<file path="src/rtl/pwm_bank_pkg.sv">
// Shared definitions for the PWM bank: register map offsets, CTRL bit layout
// and the per-channel FSM state type.
package pwm_bank_pkg;

    localparam int CH_STRIDE = 16;

    localparam logic [1:0] REG_CTRL   = 2'd0;
    localparam logic [1:0] REG_DUTY   = 2'd1;
    localparam logic [1:0] REG_PERIOD = 2'd2;
    localparam logic [1:0] REG_COUNT  = 2'd3;

    localparam logic [1:0] REG_SYNC   = 2'd0;
    localparam logic [1:0] REG_STATUS = 2'd1;

    localparam int CTRL_EN_BIT  = 0;
    localparam int CTRL_POL_BIT = 1;

    typedef enum logic {
        CH_IDLE = 1'b0,
        CH_RUN  = 1'b1
    } chan_state_e;

endpackage

</file>
<file path="src/rtl/pwm_chan.sv">
// One PWM channel: shadowed DUTY/PERIOD, active copies reloaded at period end,
// free-running counter, polarity and a registered output.
module pwm_chan
    import pwm_bank_pkg::*;
#(
    parameter int CNT_W = 32
) (
    input  logic             clk,
    input  logic             res,
    input  logic             ctrl_we,
    input  logic             duty_we,
    input  logic             period_we,
    input  logic             sync,
    input  logic [1:0]       ctrl_wdata,
    input  logic [CNT_W-1:0] wdata,
    output logic             en,
    output logic             pol,
    output logic [CNT_W-1:0] duty_sh,
    output logic [CNT_W-1:0] period_sh,
    output logic [CNT_W-1:0] cnt,
    output logic             pwm,
    output logic             period_end
);

    chan_state_e      state, state_d;
    logic [CNT_W-1:0] duty_act, period_act, cnt_d;
    logic             en_d, load;

    assign en   = (state == CH_RUN);
    assign en_d = ctrl_we ? ctrl_wdata[CTRL_EN_BIT] : en;

    // NOTE: every signal gets a default before the case so no path leaves one unassigned (no latches).
    always_comb begin
        state_d    = en_d ? CH_RUN : CH_IDLE;
        cnt_d      = cnt;
        load       = 1'b0;
        period_end = 1'b0;
        case (state)
            CH_IDLE: begin
                cnt_d = '0;
                load  = en_d;
            end
            CH_RUN: begin
                if (!en_d) begin
                    cnt_d = '0;
                end else if (sync || period_act == '0) begin
                    // With no period running, keep tracking the shadow so a new PERIOD starts the channel.
                    cnt_d = '0;
                    load  = 1'b1;
                end else if (cnt == period_act - CNT_W'(1)) begin
                    cnt_d      = '0;
                    load       = 1'b1;
                    period_end = 1'b1;
                end else begin
                    cnt_d = cnt + CNT_W'(1);
                end
            end
        endcase
    end

    // NOTE: state updates use non-blocking assignments so every flop samples pre-edge values.
    always_ff @(posedge clk) begin
        if (!res) begin
            state      <= CH_IDLE;
            pol        <= 1'b0;
            duty_sh    <= '0;
            period_sh  <= '0;
            duty_act   <= '0;
            period_act <= '0;
            cnt        <= '0;
            pwm        <= 1'b0;
        end else begin
            state <= state_d;
            cnt   <= cnt_d;
            if (ctrl_we)   pol       <= ctrl_wdata[CTRL_POL_BIT];
            if (duty_we)   duty_sh   <= wdata;
            if (period_we) period_sh <= wdata;
            // A shadow write on the reload edge is not seen until the next period.
            if (load) begin
                duty_act   <= duty_sh;
                period_act <= period_sh;
            end
            pwm <= (en && period_act != '0 && cnt < duty_act) ^ pol;
        end
    end

endmodule

</file>
<file path="src/rtl/pwm_bank.sv">
// N-channel PWM bank with a memory-mapped register file: address decode,
// registered read mux, multi-channel SYNC and W1C period-end STATUS.
module pwm_bank
    import pwm_bank_pkg::*;
#(
    parameter int N_CH   = 8,
    parameter int CNT_W  = 32,
    parameter int ADDR_W = 8
) (
    input  logic              clk,
    input  logic              res,
    input  logic              rd,
    input  logic              wr,
    input  logic [ADDR_W-1:0] addr,
    input  logic [31:0]       data_in,
    output logic [31:0]       data_out,
    output logic [N_CH-1:0]   pwm
);

    localparam int CH_SHIFT = $clog2(CH_STRIDE);
    localparam int CH_W     = ADDR_W - CH_SHIFT;

    logic [CH_W-1:0]  ch_sel;
    logic [1:0]       reg_sel;
    logic             sync_hit, status_hit;
    logic [N_CH-1:0]  en_v, pol_v, period_end_v, status;
    logic [CNT_W-1:0] duty_a [N_CH];
    logic [CNT_W-1:0] period_a [N_CH];
    logic [CNT_W-1:0] cnt_a [N_CH];
    logic [31:0]      rdata;
    logic             unused_addr_lsb;

    assign ch_sel          = addr[ADDR_W-1:CH_SHIFT];
    assign reg_sel         = addr[CH_SHIFT-1:2];
    assign unused_addr_lsb = ^addr[1:0];
    assign sync_hit        = wr && ch_sel == CH_W'(N_CH) && reg_sel == REG_SYNC;
    assign status_hit      = wr && ch_sel == CH_W'(N_CH) && reg_sel == REG_STATUS;

    for (genvar i = 0; i < N_CH; i++) begin : g_chan
        logic ch_wr;
        assign ch_wr = wr && ch_sel == CH_W'(i);

        pwm_chan #(.CNT_W(CNT_W)) u_chan (
            .clk        (clk),
            .res        (res),
            .ctrl_we    (ch_wr && reg_sel == REG_CTRL),
            .duty_we    (ch_wr && reg_sel == REG_DUTY),
            .period_we  (ch_wr && reg_sel == REG_PERIOD),
            .sync       (sync_hit && data_in[i]),
            .ctrl_wdata (data_in[1:0]),
            .wdata      (data_in[CNT_W-1:0]),
            .en         (en_v[i]),
            .pol        (pol_v[i]),
            .duty_sh    (duty_a[i]),
            .period_sh  (period_a[i]),
            .cnt        (cnt_a[i]),
            .pwm        (pwm[i]),
            .period_end (period_end_v[i])
        );
    end

    always_comb begin
        rdata = '0;
        for (int i = 0; i < N_CH; i++) begin
            if (ch_sel == CH_W'(i)) begin
                case (reg_sel)
                    REG_CTRL:   rdata = {30'd0, pol_v[i], en_v[i]};
                    REG_DUTY:   rdata = 32'(duty_a[i]);
                    REG_PERIOD: rdata = 32'(period_a[i]);
                    REG_COUNT:  rdata = 32'(cnt_a[i]);
                endcase
            end
        end
        if (ch_sel == CH_W'(N_CH) && reg_sel == REG_STATUS) begin
            rdata = 32'(status);
        end
    end

    always_ff @(posedge clk) begin
        if (!res) begin
            status   <= '0;
            data_out <= '0;
        end else begin
            // Hardware set is OR-ed after the clear so a coincident set wins.
            status <= (status & ~(status_hit ? data_in[N_CH-1:0] : '0)) | period_end_v;
            if (rd && !wr) data_out <= rdata;
        end
    end

endmodule

</file>
<file path="config.mk">
export PLATFORM = sky130hd
export DESIGN_NAME = pwm_bank
export DESIGN_NICKNAME = d
export VERILOG_FILES = /design/src/rtl/pwm_bank_pkg.sv /design/src/rtl/pwm_chan.sv /design/src/rtl/pwm_bank.sv
export SDC_FILE = /design/constraint.sdc
export NUM_CORES = 2
export LEC_CHECK = 0
export BUFFER_PORTS_ARGS = -buffer_cell sky130_fd_sc_hd__buf_4
export CAP_MARGIN = 0
export CORE_ASPECT_RATIO = 1.4
export CORE_UTILIZATION = 46
export DETAILED_ROUTE_END_ITERATION = 6
export MAX_ROUTING_LAYER = met4
export PLACE_DENSITY = 0.71
export SLEW_MARGIN = 20
export SYNTH_ARGS = -nofsm -noshare
export SYNTH_HDL_FRONTEND = slang
export SYNTH_SLANG_ARGS = --single-unit
</file>
<file path="constraint.sdc">
create_clock -name clk -period 4.9 [get_ports clk]
set_input_delay 0 -clock clk [delete_from_list [all_inputs] [get_ports clk]]
set_output_delay 0 -clock clk [all_outputs]
set_load 0.05 [all_outputs]
</file>
==> results.md <==
Hold path:
- The class of the tightest hold or removal check is in -> reg.

Run status:
- The run finished with clean final reports.

Power:
- The leakage power is 28.1 nW.
- The maximum vdd drop is 0.000333 V.
- For this design the ratio of total power to cell area is 298 nW/um2.

Timing:
- The worst-case clock skew is about 35 ps.
- For this run, the top clock speed supported by timing is ~220 MHz.
- The setup violation total in the final timing report is 0.
- The remaining max-slew budget at the tightest pin is 19.0%.
- The number of endpoints with negative hold slack in the final report is 0.
- The number of max-slew violations in the final report is 0.
- The worst path uses 90.8% of the clock period.
- The pin slew with the least headroom to its limit is ~1200 ps.
- The worst hold slack after final layout is ~85 ps.
- Setup repair after global routing left no endpoint under its margin.
- The smallest clock period supported by the final layout is computed as around 4500 ps.
- Setup slack closes at 449 ps.
- The final total negative setup slack is 0 ps.

Drt:
- The first detailed-routing pass took 7 iterations.
- The count of nets left with antenna violations once routing finished came out at 0.
- The detailed-route via count is roughly 65k.
- Summed over all layers, the routed wires come to ~250000 um.
- For this run, design rule violations remaining after detail routing come to 0.
- The via-per-instance ratio is about 6.0.
- The number of DRC markers after the initial detailed-route iteration is approximately 6.8k.
- Dividing the detail-routed wire length by the instance count gives between 20 and 25 um.

Placement:
- The count of placed standard cells including taps is roughly 11k.
- The last weighted congestion value of the routability-driven placer is approximately 1.0.
- During placement, the flow inserted port buffers numbering 81.
- Detailed placement finished with a half-perimeter wire length of 172000 um.
- The post-placement worst setup slack is about 510 ps.

Cells and area:
- For this run, the share of the core covered by cells in the final layout is between 50% and 60%.
- Compared with the post-synthesis result, the final layout area differs by 10.4%.
- In the final layout, the share of cells above drive strength 1 is 9.35%.
- The final layout contains just under 9k nets.
- The finished layout holds around 11k standard cells, fillers aside.
- Counting the fill cells in the layout gives about 15k.

Logic synthesis:
- Counting every instance in the synthesized netlist gives roughly 8.9k.
- Synthesis produced a netlist with a net count of 9190.
- In this run the mean area of a mapped cell was roughly 8 um2.
- After synthesis, flip-flops and latches occupy roughly 38% of the total area.
- The cell area after synthesis is between 70000 and 80000 um2.
- sky130_fd_sc_hd__dfxtp_1 takes more of the synthesized area than any other cell.
- Sorting the synthesized cells by area gives the leading types as sky130_fd_sc_hd__dfxtp_1 (38%), sky130_fd_sc_hd__nand2_1 (8.5%), sky130_fd_sc_hd__mux2i_1 (5.0%).
- The commonest register cell after synthesis is sky130_fd_sc_hd__dfxtp_1.
- The number of synthesized flops with an enable pin is 0.
- Of the post-synthesis cell area, the dominant cell type holds 37.7%.
- The number of different library cells used by synthesis comes to 87.
- The number of flip-flops and latches in the synthesized netlist is 1344.
- During synthesis, Yosys emitted a total of 0 warnings.
- Of all flip-flops after synthesis, the portion carrying an async set or reset was 0%.

Floorplan:
- The floorplan step set the die width to between 300 and 400 um.
- The die area is between 150000 and 200000 um2.
- The die boundary height is 468 um.
- Once the floorplan was initialized, standard cells occupied a little under half of the core.
- Pin placement for this block handled 84 I/O pins.
- The floorplan has 170 rows.
- The floorplan step defined a core boundary enclosing 154000 um2.

Setup path:
- STA classifies the critical path startpoint as a register.
- The endpoint type of the worst setup path is a register.
- The critical path data arrival time is a little over 5000 ps.
- The setup slack of the most critical reg-to-reg path is approximately 450 ps.
- The setup path with the least slack is of type reg -> reg.
- The highest fanout seen on the critical path is 21.
- The required time at the endpoint of the critical path is 5620 ps.

Clocking:
- The deepest clock path buffer count is 3.
- The H-tree was split into 4 levels.
- The number of clock buffers inserted by TritonCTS is between 100 and 150.
- TritonCTS built the clock tree.
- The clock root buffer is sky130_fd_sc_hd__clkbuf_16.
- The number of instances resized during post-cts repair is 0.
- After clock tree synthesis, the setup repair step added 0 buffers.
- The clock latency reported for the late side of the worst-skew pair is approximately 820 ps.
- After clock tree synthesis, the clock-pin slew on the worst setup and hold paths is 70 ps.
- The clock sink count is between 1k and 1.5k.

Global routing:
- The total routing usage reported by global routing is between 30% and 40%.
- The first global-routing pass estimated 377000 um of wire.
- The pin count of the biggest net entering global routing is around 220.
- The initial antenna violation count is 12.
- Summed over all layers, the global routing overflow is 0.
- The via count of the first global-routing pass is roughly 61k.

Run:
- The number of maximum-capacitance constraint violations is 0.
==> repair_timing <==
action,4_1_cts,5_1_grt
hold buffers,43,0
endpoints found under the setup margin,0,0
endpoints found under the hold margin,602,0
==> Yosys cell counts, drive strengths merged, types with 92 or more instances <==
| cell type | count |
|---|---|
| nand2 | 1610 |
| dfxtp | 1344 |
| nor2 | 750 |
| a21oi | 647 |
| clkbuf | 542 |
| nand3 | 360 |
| mux2i | 357 |
| o21ai | 314 |
| inv | 307 |
| xor2 | 270 |
| xnor2 | 266 |
| ha | 264 |
| mux2 | 247 |
| nor3 | 174 |
| a22oi | 168 |
| nand4 | 138 |
| buf | 112 |
| a21o | 103 |
| nor4 | 92 |
==> state kept, by name (all words and copies together), names as in the netlist <==
name	cells
g_chan.u_chan.period_act	256
g_chan.u_chan.duty_act	256
g_chan.u_chan.period_sh	256
g_chan.u_chan.cnt	256
data_out	32
g_chan.u_chan.pol	8
g_chan.u_chan.pwm	8
g_chan.u_chan.en	8
status	8
g_chan.u_chan.duty_sh	256
==> where the power goes <==
part	leakage [nW]	switching, W	total, W	internal, W
Combinational	14.9	0.000891	0.00112	0.000225
Clock	2.36	0.00483	0.0113	0.00652
Sequential	10.8	0.0000293	0.0110	0.0110
Total	28.1	0.00575	0.0234	0.0177
==> area by class of cell <==
type                    count  area [um2]  area share [%]
diodes                     14        35.0          0.0445
clock buffers             180        3890            4.94
clock inverters            71         936            1.19
inverters                 308        1160            1.48
multi-input cells        6576       40700            51.8
flip-flops and latches   1344       26900            34.2
well taps                2064        2580            3.28
repair buffers            279        2460            3.13
==> routing by layer <==
metal	global-route usage, %	vias to the layer above	share of wire [%]	wire, um
met5	-	-	0	0
met4	24.4	0	8.3	21100
met3	5.78	761	8.1	20500
met2	50.6	2789	45	115000
met1	37.2	31000	38	96200
li1	-	30300	-	-
==> worst max-delay path: stages, from the launching register on <==
cell and delay, ps:
sky130_fd_sc_hd__dfxtp_1 380, sky130_fd_sc_hd__or4_1 640, sky130_fd_sc_hd__or4b_1 750, sky130_fd_sc_hd__or4_1 540, sky130_fd_sc_hd__a31oi_1 170, sky130_fd_sc_hd__o21ai_1 80, sky130_fd_sc_hd__a2111o_1 440, sky130_fd_sc_hd__nor4_2 340
sky130_fd_sc_hd__a211oi_1 190, sky130_fd_sc_hd__nor2_8 180, sky130_fd_sc_hd__buf_4 390, sky130_fd_sc_hd__mux2i_1 260
==> cells by family (layout without fill, tap and decap cells) <==
| kind of cell | count (synthesis) | after routing | synth area share [%] |
|---|---|---|---|
| buffers and inverters | 962 | 838 | 5.37 |
| and+or+nand+nor | 3521 | 3521 | 22.2 |
| AOI/OAI and AO/OA | 1639 | 1639 | 14.2 |
| xor gates and xnor gates | 537 | 537 | 6.62 |
| adders and majority gates | 264 | 264 | 4.63 |
| muxes | 615 | 615 | 9.26 |
| DFF | 1344 | 1344 | 37.7 |
| other | 0 | 14 | 0 |
==> cell usage in the layout, fill, tap and decap left out, drive strengths merged, types with 41 or more instances in the layout <==
cell type	synthesis	routed
xnor2	266	266
ha	264	264
dfxtp	1344	1344
nand2b	49	49
nor2	750	750
and3	69	69
mux2	247	247
nor3	174	174
or4	52	52
a22oi	168	168
nor4	92	92
a21oi	647	647
inv	307	323
nor2b	48	48
a221oi	75	75
nand3	360	360
clkbuf	542	180
a211oi	41	41
a21o	103	103
o21ai	314	314
buf	112	236
o22ai	74	74
dlygate4sd3	0	43
nand2	1610	1610
xor2	270	270
nand4	138	138
mux2i	357	357
==> per-stage QoR <==
step | total power, W | cell area [um2]
2_1_floorplan | 0.0118 | 71300
3_3_place_gp | 0.0123 | 73400
3_5_place_dp | 0.0123 | 73400
4_1_cts | 0.0235 | 78700
5_1_grt | 0.0240 | 78700
6_report | 0.0234 | 78700
==> final timing paths <==
check	start	to	depth (start not counted)
max	g_chan[0].u_chan.period_act[5]$_SDFFE_PN0P_	g_chan[0].u_chan.duty_act[28]$_SDFFE_PN0P_	11
min	addr[3]	data_out[8]$_SDFFE_PN0P_	5
max reg2reg	g_chan[0].u_chan.period_act[5]$_SDFFE_PN0P_	g_chan[0].u_chan.duty_act[28]$_SDFFE_PN0P_	11
min reg2reg	g_chan[3].u_chan.period_sh[27]$_SDFFE_PN0P_	g_chan[3].u_chan.period_act[27]$_SDFFE_PN0P_	2
(Power assumes the default switching activity.)
